$ cat src/rtl/control_seq.sv
// Hardwired Mini SRC control sequencer: fetch/decode/execute T-states driving
// datapath strobes and register select/encode controls, with ready-gated memory states.
module control_seq (
   input  logic        clock,
   input  logic        reset,
   input  logic [31:0] instr,
   input  logic        con,
   input  logic        mem_ready,
   output logic        Gra,
   output logic        Grb,
   output logic        Grc,
   output logic        Rin,
   output logic        Rout,
   output logic        BAout,
   output logic        Cout,
   output logic        PCout,
   output logic        PCin,
   output logic        IncPC,
   output logic        MARin,
   output logic        MDRin,
   output logic        MDRout,
   output logic        IRin,
   output logic        Yin,
   output logic        Zin,
   output logic        Zlowout,
   output logic        CONin,
   output logic        Read,
   output logic        Write,
   output logic [3:0]  alu_op,
   output logic        run
);

   typedef enum logic [3:0] {
      S_RST, S_T0, S_T1, S_T2, S_T3, S_T4, S_T5, S_T6, S_T7, S_HALT
   } state_t;

   localparam logic [4:0] OP_LD   = 5'b00000;
   localparam logic [4:0] OP_LDI  = 5'b00001;
   localparam logic [4:0] OP_ST   = 5'b00010;
   localparam logic [4:0] OP_ADD  = 5'b00011;
   localparam logic [4:0] OP_SUB  = 5'b00100;
   localparam logic [4:0] OP_AND  = 5'b00101;
   localparam logic [4:0] OP_OR   = 5'b00110;
   localparam logic [4:0] OP_ADDI = 5'b01100;
   localparam logic [4:0] OP_ANDI = 5'b01101;
   localparam logic [4:0] OP_ORI  = 5'b01110;
   localparam logic [4:0] OP_BR   = 5'b10010;
   localparam logic [4:0] OP_HALT = 5'b11011;

   localparam logic [3:0] ALU_ADD = 4'b0000;
   localparam logic [3:0] ALU_SUB = 4'b0001;
   localparam logic [3:0] ALU_AND = 4'b0010;
   localparam logic [3:0] ALU_OR  = 4'b0011;

   state_t     r_state;
   state_t     w_next;
   logic [4:0] w_op;
   logic       w_rtype, w_itype, w_ldi, w_ld, w_st, w_br, w_halt;
   logic       w_short;
   logic [3:0] w_alu_code;
   logic       w_unused_instr;

   assign w_op           = instr[31:27];
   assign w_unused_instr = ^instr[26:0];

   assign w_rtype = (w_op == OP_ADD) || (w_op == OP_SUB) || (w_op == OP_AND) || (w_op == OP_OR);
   assign w_itype = (w_op == OP_ADDI) || (w_op == OP_ANDI) || (w_op == OP_ORI);
   assign w_ldi   = (w_op == OP_LDI);
   assign w_ld    = (w_op == OP_LD);
   assign w_st    = (w_op == OP_ST);
   assign w_br    = (w_op == OP_BR);
   assign w_halt  = (w_op == OP_HALT);
   assign w_short = w_rtype || w_itype || w_ldi;

   always_comb begin
      w_alu_code = ALU_ADD;
      case (w_op)
         OP_SUB:          w_alu_code = ALU_SUB;
         OP_AND, OP_ANDI: w_alu_code = ALU_AND;
         OP_OR,  OP_ORI:  w_alu_code = ALU_OR;
         default:         w_alu_code = ALU_ADD;
      endcase
   end

   always_ff @(posedge clock) begin
      if (!reset) r_state <= S_RST;
      else        r_state <= w_next;
   end

   // Memory states (T1, ld T6, st T7) hold until mem_ready; nop/unknown opcodes end after T2.
   always_comb begin
      w_next = r_state;
      case (r_state)
         S_RST:  w_next = S_T0;
         S_T0:   w_next = S_T1;
         S_T1:   if (mem_ready) w_next = S_T2;
         S_T2: begin
            if (w_halt)                            w_next = S_HALT;
            else if (w_short || w_ld || w_st || w_br) w_next = S_T3;
            else                                   w_next = S_T0;
         end
         S_T3:   w_next = S_T4;
         S_T4:   w_next = S_T5;
         S_T5:   w_next = (w_ld || w_st || w_br) ? S_T6 : S_T0;
         S_T6: begin
            if (w_ld)      w_next = mem_ready ? S_T7 : S_T6;
            else if (w_st) w_next = S_T7;
            else           w_next = S_T0;
         end
         S_T7: begin
            if (w_st) w_next = mem_ready ? S_T0 : S_T7;
            else      w_next = S_T0;
         end
         S_HALT: w_next = S_HALT;
         default: w_next = S_RST;
      endcase
   end

   always_comb begin
      Gra = 1'b0;  Grb = 1'b0;  Grc = 1'b0;  Rin = 1'b0;  Rout = 1'b0;
      BAout = 1'b0; Cout = 1'b0; PCout = 1'b0; PCin = 1'b0; IncPC = 1'b0;
      MARin = 1'b0; MDRin = 1'b0; MDRout = 1'b0; IRin = 1'b0; Yin = 1'b0;
      Zin = 1'b0;  Zlowout = 1'b0; CONin = 1'b0; Read = 1'b0; Write = 1'b0;
      alu_op = ALU_ADD;
      run = (r_state != S_RST) && (r_state != S_HALT);
      case (r_state)
         S_T0: begin PCout = 1'b1; MARin = 1'b1; IncPC = 1'b1; Zin = 1'b1; end
         S_T1: begin Zlowout = 1'b1; PCin = 1'b1; Read = 1'b1; MDRin = 1'b1; end
         S_T2: begin MDRout = 1'b1; IRin = 1'b1; end
         S_T3: begin
            if (w_br) begin
               Gra = 1'b1; Rout = 1'b1; CONin = 1'b1;
            end else if (w_ldi || w_ld || w_st) begin
               Grb = 1'b1; BAout = 1'b1; Yin = 1'b1;
            end else if (w_rtype || w_itype) begin
               Grb = 1'b1; Rout = 1'b1; Yin = 1'b1;
            end
         end
         S_T4: begin
            if (w_br) begin
               PCout = 1'b1; Yin = 1'b1;
            end else if (w_ldi || w_ld || w_st) begin
               Cout = 1'b1; Zin = 1'b1;
            end else if (w_rtype) begin
               Grc = 1'b1; Rout = 1'b1; Zin = 1'b1; alu_op = w_alu_code;
            end else if (w_itype) begin
               Cout = 1'b1; Zin = 1'b1; alu_op = w_alu_code;
            end
         end
         S_T5: begin
            if (w_br) begin
               Cout = 1'b1; Zin = 1'b1;
            end else if (w_ld || w_st) begin
               Zlowout = 1'b1; MARin = 1'b1;
            end else if (w_short) begin
               Zlowout = 1'b1; Gra = 1'b1; Rin = 1'b1;
            end
         end
         S_T6: begin
            if (w_ld) begin
               Read = 1'b1; MDRin = 1'b1;
            end else if (w_st) begin
               Gra = 1'b1; Rout = 1'b1; MDRin = 1'b1;
            end else if (w_br && con) begin
               Zlowout = 1'b1; PCin = 1'b1;
            end
         end
         S_T7: begin
            if (w_ld) begin
               MDRout = 1'b1; Gra = 1'b1; Rin = 1'b1;
            end else if (w_st) begin
               Write = 1'b1;
            end
         end
         default: ;
      endcase
   end

endmodule

$ cat config.mk
export PLATFORM = sky130hd
export DESIGN_NAME = control_seq
export DESIGN_NICKNAME = d
export VERILOG_FILES = /design/src/rtl/control_seq.sv
export SDC_FILE = /design/constraint.sdc
export NUM_CORES = 1
export LEC_CHECK = 0
export ABC_CLOCK_PERIOD_IN_PS = 2200
export BUFFER_PORTS_ARGS = -buffer_cell sky130_fd_sc_hd__buf_2
export CAP_MARGIN = 25
export CORE_MARGIN = 2
export CORE_UTILIZATION = 25
export DETAILED_ROUTE_END_ITERATION = 8
export GPL_TIMING_DRIVEN = 0
export HOLD_SLACK_MARGIN = 0.03
export REMOVE_ABC_BUFFERS = 1
export SYNTH_ARGS = -nofsm -noshare
export SYNTH_HDL_FRONTEND = slang
export SYNTH_SLANG_ARGS = --single-unit
$ cat constraint.sdc
create_clock -name clock -period 2.2 [get_ports clock]
set_clock_uncertainty 0.15 [all_clocks]
set_input_delay 0.11 -clock clock [delete_from_list [all_inputs] [get_ports clock]]
set_output_delay 0.11 -clock clock [all_outputs]
set_load 0.02 [all_outputs]
==> impl_metrics.tcl <==
set metrics [dict create \
    worstPathCellList "or4b_4 -> or4_4 -> o41ai_2 -> or3_1 -> buf_6" \
    grt_pass1_wl_mm 3.843 \
    p_leak_nw 0.4406 \
    period_needed_ps 2158 \
    top_regs "r_state: 4 flops" \
    gp_congestion 0.7987 \
    min_path_type "in -> reg" \
    ys.warnings.count 0 \
    crit_family "simple AND/OR/NAND/NOR gates" \
    drc 2 \
    utilization_pct 35.06 \
    drive_gt1_share_pct 36.81 \
    initialDrtViolationCount 53 \
    power_density_nw_per_um2 373.5 \
    largest_reg_flops 4 \
    die_h_microns 58.94 \
    crit_arrival_ps 1900 \
    dp_hpwl_mm 1.742 \
    first_global_vias 856 \
    async_flop_share_pct 0 \
    synth_edf_count 0 \
    fp.coreArea_sq_um 2805 \
    hold_slack_ps 93.66 \
    avgRoutedWirePerCell_microns 13.64 \
    rsz0062_at_grt "yes" \
    cts.sinks 4 \
    worst-path-max-fanout 10 \
    criticalPathCategory "reg -> out" \
    outcome "finished with violations" \
    synth_cells 117 \
    vias 958 \
    cp_slowest_stage_delay_ps 490 \
    maxCapViolCount 0 \
    ys_ff_latch 4 \
    cts_tree "built" \
    initial_utilization_pct 26.90 \
    cp-start-kind "flip-flop" \
    antenna_found_initial 0 \
    min_period_over_period_pct 98.11 \
    synth_area_per_cell_sq_um 6.448 \
    num_antenna_cells 0 \
    largest-register "r_state" \
    finalSetupViolCount 0 \
    die_x_microns 58.94 \
    fin_ws_ps 41.52 \
    wl_mm 2.387 \
    finalMaxSlewViolations 0 \
    worstPathRequired_ps 1940 \
    syn_area_sq_um 754.5 \
    clkTransAtPathRegs_ps 40 \
    htree_levels 1 \
    place_ws_ps -3.348 \
    dpl-instance-area_sq_um 887.1 \
    grt_max_degree 16 \
    clock_latency_ps 240 \
    postRouteAntennaNets 0 \
    relSlewSlack_pct 61.86 \
    hold_viol_final 0 \
    dieArea_sq_um 3473 \
    yosysUniqueCellTypes 44 \
    num_rows 19 \
    clockBufferDepth 2 \
    violations "design-rule violations" \
    design_area_sq_um 983.4 \
    tightest_slew_ps 567.4 \
    critical_path.endpoint_type "primary output" \
    fmax_ghz 0.4633 \
    final_net_count 182 \
    grt-ovfl-total 0 \
    crit_slowest_cell "or4b_4" \
    drt_first_pass_iters 6 \
    flow.area_growth_from_synthesis_pct 30.35 \
    ys_seq_area_share_pct 10.61 \
    portBuffers 31 \
    ys.flop_type "dfxtp_1" \
    ir_worst_vdd_mv 0.2319 \
    via_per_inst 5.474 \
    num_io_pins 61 \
    root_buffer "clkbuf_4" \
    grt_use_total_pct 13.81 \
    power_mw 0.3673 \
    crit_buf_inv 1 \
    cts-buffers-inserted 3 \
]
==> per-layer routing <==
| metal | part of all wire [%] | vias up | GRT usage (%) |
|---|---|---|---|
| met4 | 0 | 0 | 2.273 |
| met5 | 0 | - | 0 |
| met3 | 7.7 | 0 | 2.857 |
| met2 | 46 | 41 | 21.43 |
| met1 | 47 | 438 | 19.92 |
| li1 | - | 479 | - |
==> cell usage in the layout (no fill, tap or decap), types with 3 or more instances in the layout <==
| master | netlist | routed |
|---|---|---|
| nor2_1 | 15 | 15 |
| buf_2 | 1 | 30 |
| o22ai_1 | 3 | 3 |
| clkbuf_4 | 0 | 3 |
| o21ai_0 | 3 | 3 |
| or3_1 | 4 | 4 |
| a21oi_1 | 6 | 6 |
| xnor2_1 | 3 | 3 |
| nor2b_1 | 4 | 4 |
| inv_1 | 3 | 3 |
| buf_4 | 2 | 4 |
| nand2_1 | 11 | 11 |
| nor3_1 | 6 | 6 |
| dfxtp_4 | 0 | 4 |
| a31oi_1 | 3 | 3 |
==> path summary, 6_finish.rpt <==
check / cells after the start / from / slack (ps) / endpoint
worst min-delay path: 3 / mem_ready / 90 / r_state[0]$_SDFFE_PN0P_
worst min register to register: 3 / r_state[2]$_SDFFE_PN0P_ / 590 / r_state[1]$_SDFFE_PN0P_
worst max-delay path: 5 / r_state[1]$_SDFFE_PN0P_ / 40 / Gra
worst max register to register: 5 / r_state[1]$_SDFFE_PN0P_ / 490 / r_state[3]$_SDFFE_PN0P_
==> worst reg2reg max path, stage by stage (launching register included) <==
cell,delay (ps)
dfxtp_4,370
or4b_4,490
buf_4,160
o22ai_1,150
o211ai_1,110
a21oi_1,200
==> stage by stage <==
| stage | TNS [ps] | cells |
|---|---|---|
| floorplan | 0 | 105 |
| global placement | -6.213 | 167 |
| detailed placement | -3.348 | 167 |
| CTS | 0 | 175 |
| global route | -4.964 | 175 |
| finish | 0 | 175 |
==> area by class of cell <==
class,count,area [sq um]
Fill cell,328,1822
Inverter,3,11.26
Clock buffer,3,22.52
Multi-Input combinational cell,98,614.3
Timing Repair Buffer,36,201.4
Sequential cell,4,95.09
Tap cell,31,38.79
==> cell families after synthesis <==
family / share of synthesized area (%)
compound gates: 29.02
xor+xnor: 3.483
buf+inv: 10.11
flops: 10.61
mux: 4.312
other cells: 0.4970
simple gates: 41.96
==> where the power goes <==
| part | switching (mW) | internal (mW) | total (mW) |
|---|---|---|---|
| registers | 0.00769 | 0.0767 | 0.0844 |
| clock network | 0.0317 | 0.0612 | 0.0929 |
| logic | 0.120 | 0.0697 | 0.190 |
==> what timing repair did <==
item | 4_1_cts | 5_1_grt
setup endpoints to repair | 4 | 3
endpoints found under the hold margin | 1 | 0
pin swaps | 3 | 1
setup buffers | 4 | 0
resized for setup | 8 | 4
hold buffers | 1 | 0
==> synthesized netlist by cell type (all sizes together) (3+ instances only) <==
library cell	instances	area, sq um
nor2b	4	25.02
o21ai	3	15.01
a21oi	6	30.03
nor4	3	18.77
nand2	11	41.29
dfxtp	4	80.08
inv	3	11.26
clkbuf	9	33.78
a31oi	3	18.77
buf	4	31.27
or3	4	25.02
nor3	6	30.03
nor2	15	56.30
o22ai	3	18.77
xnor2	3	26.28
Note: power is estimated with default switching activity, not from simulation.
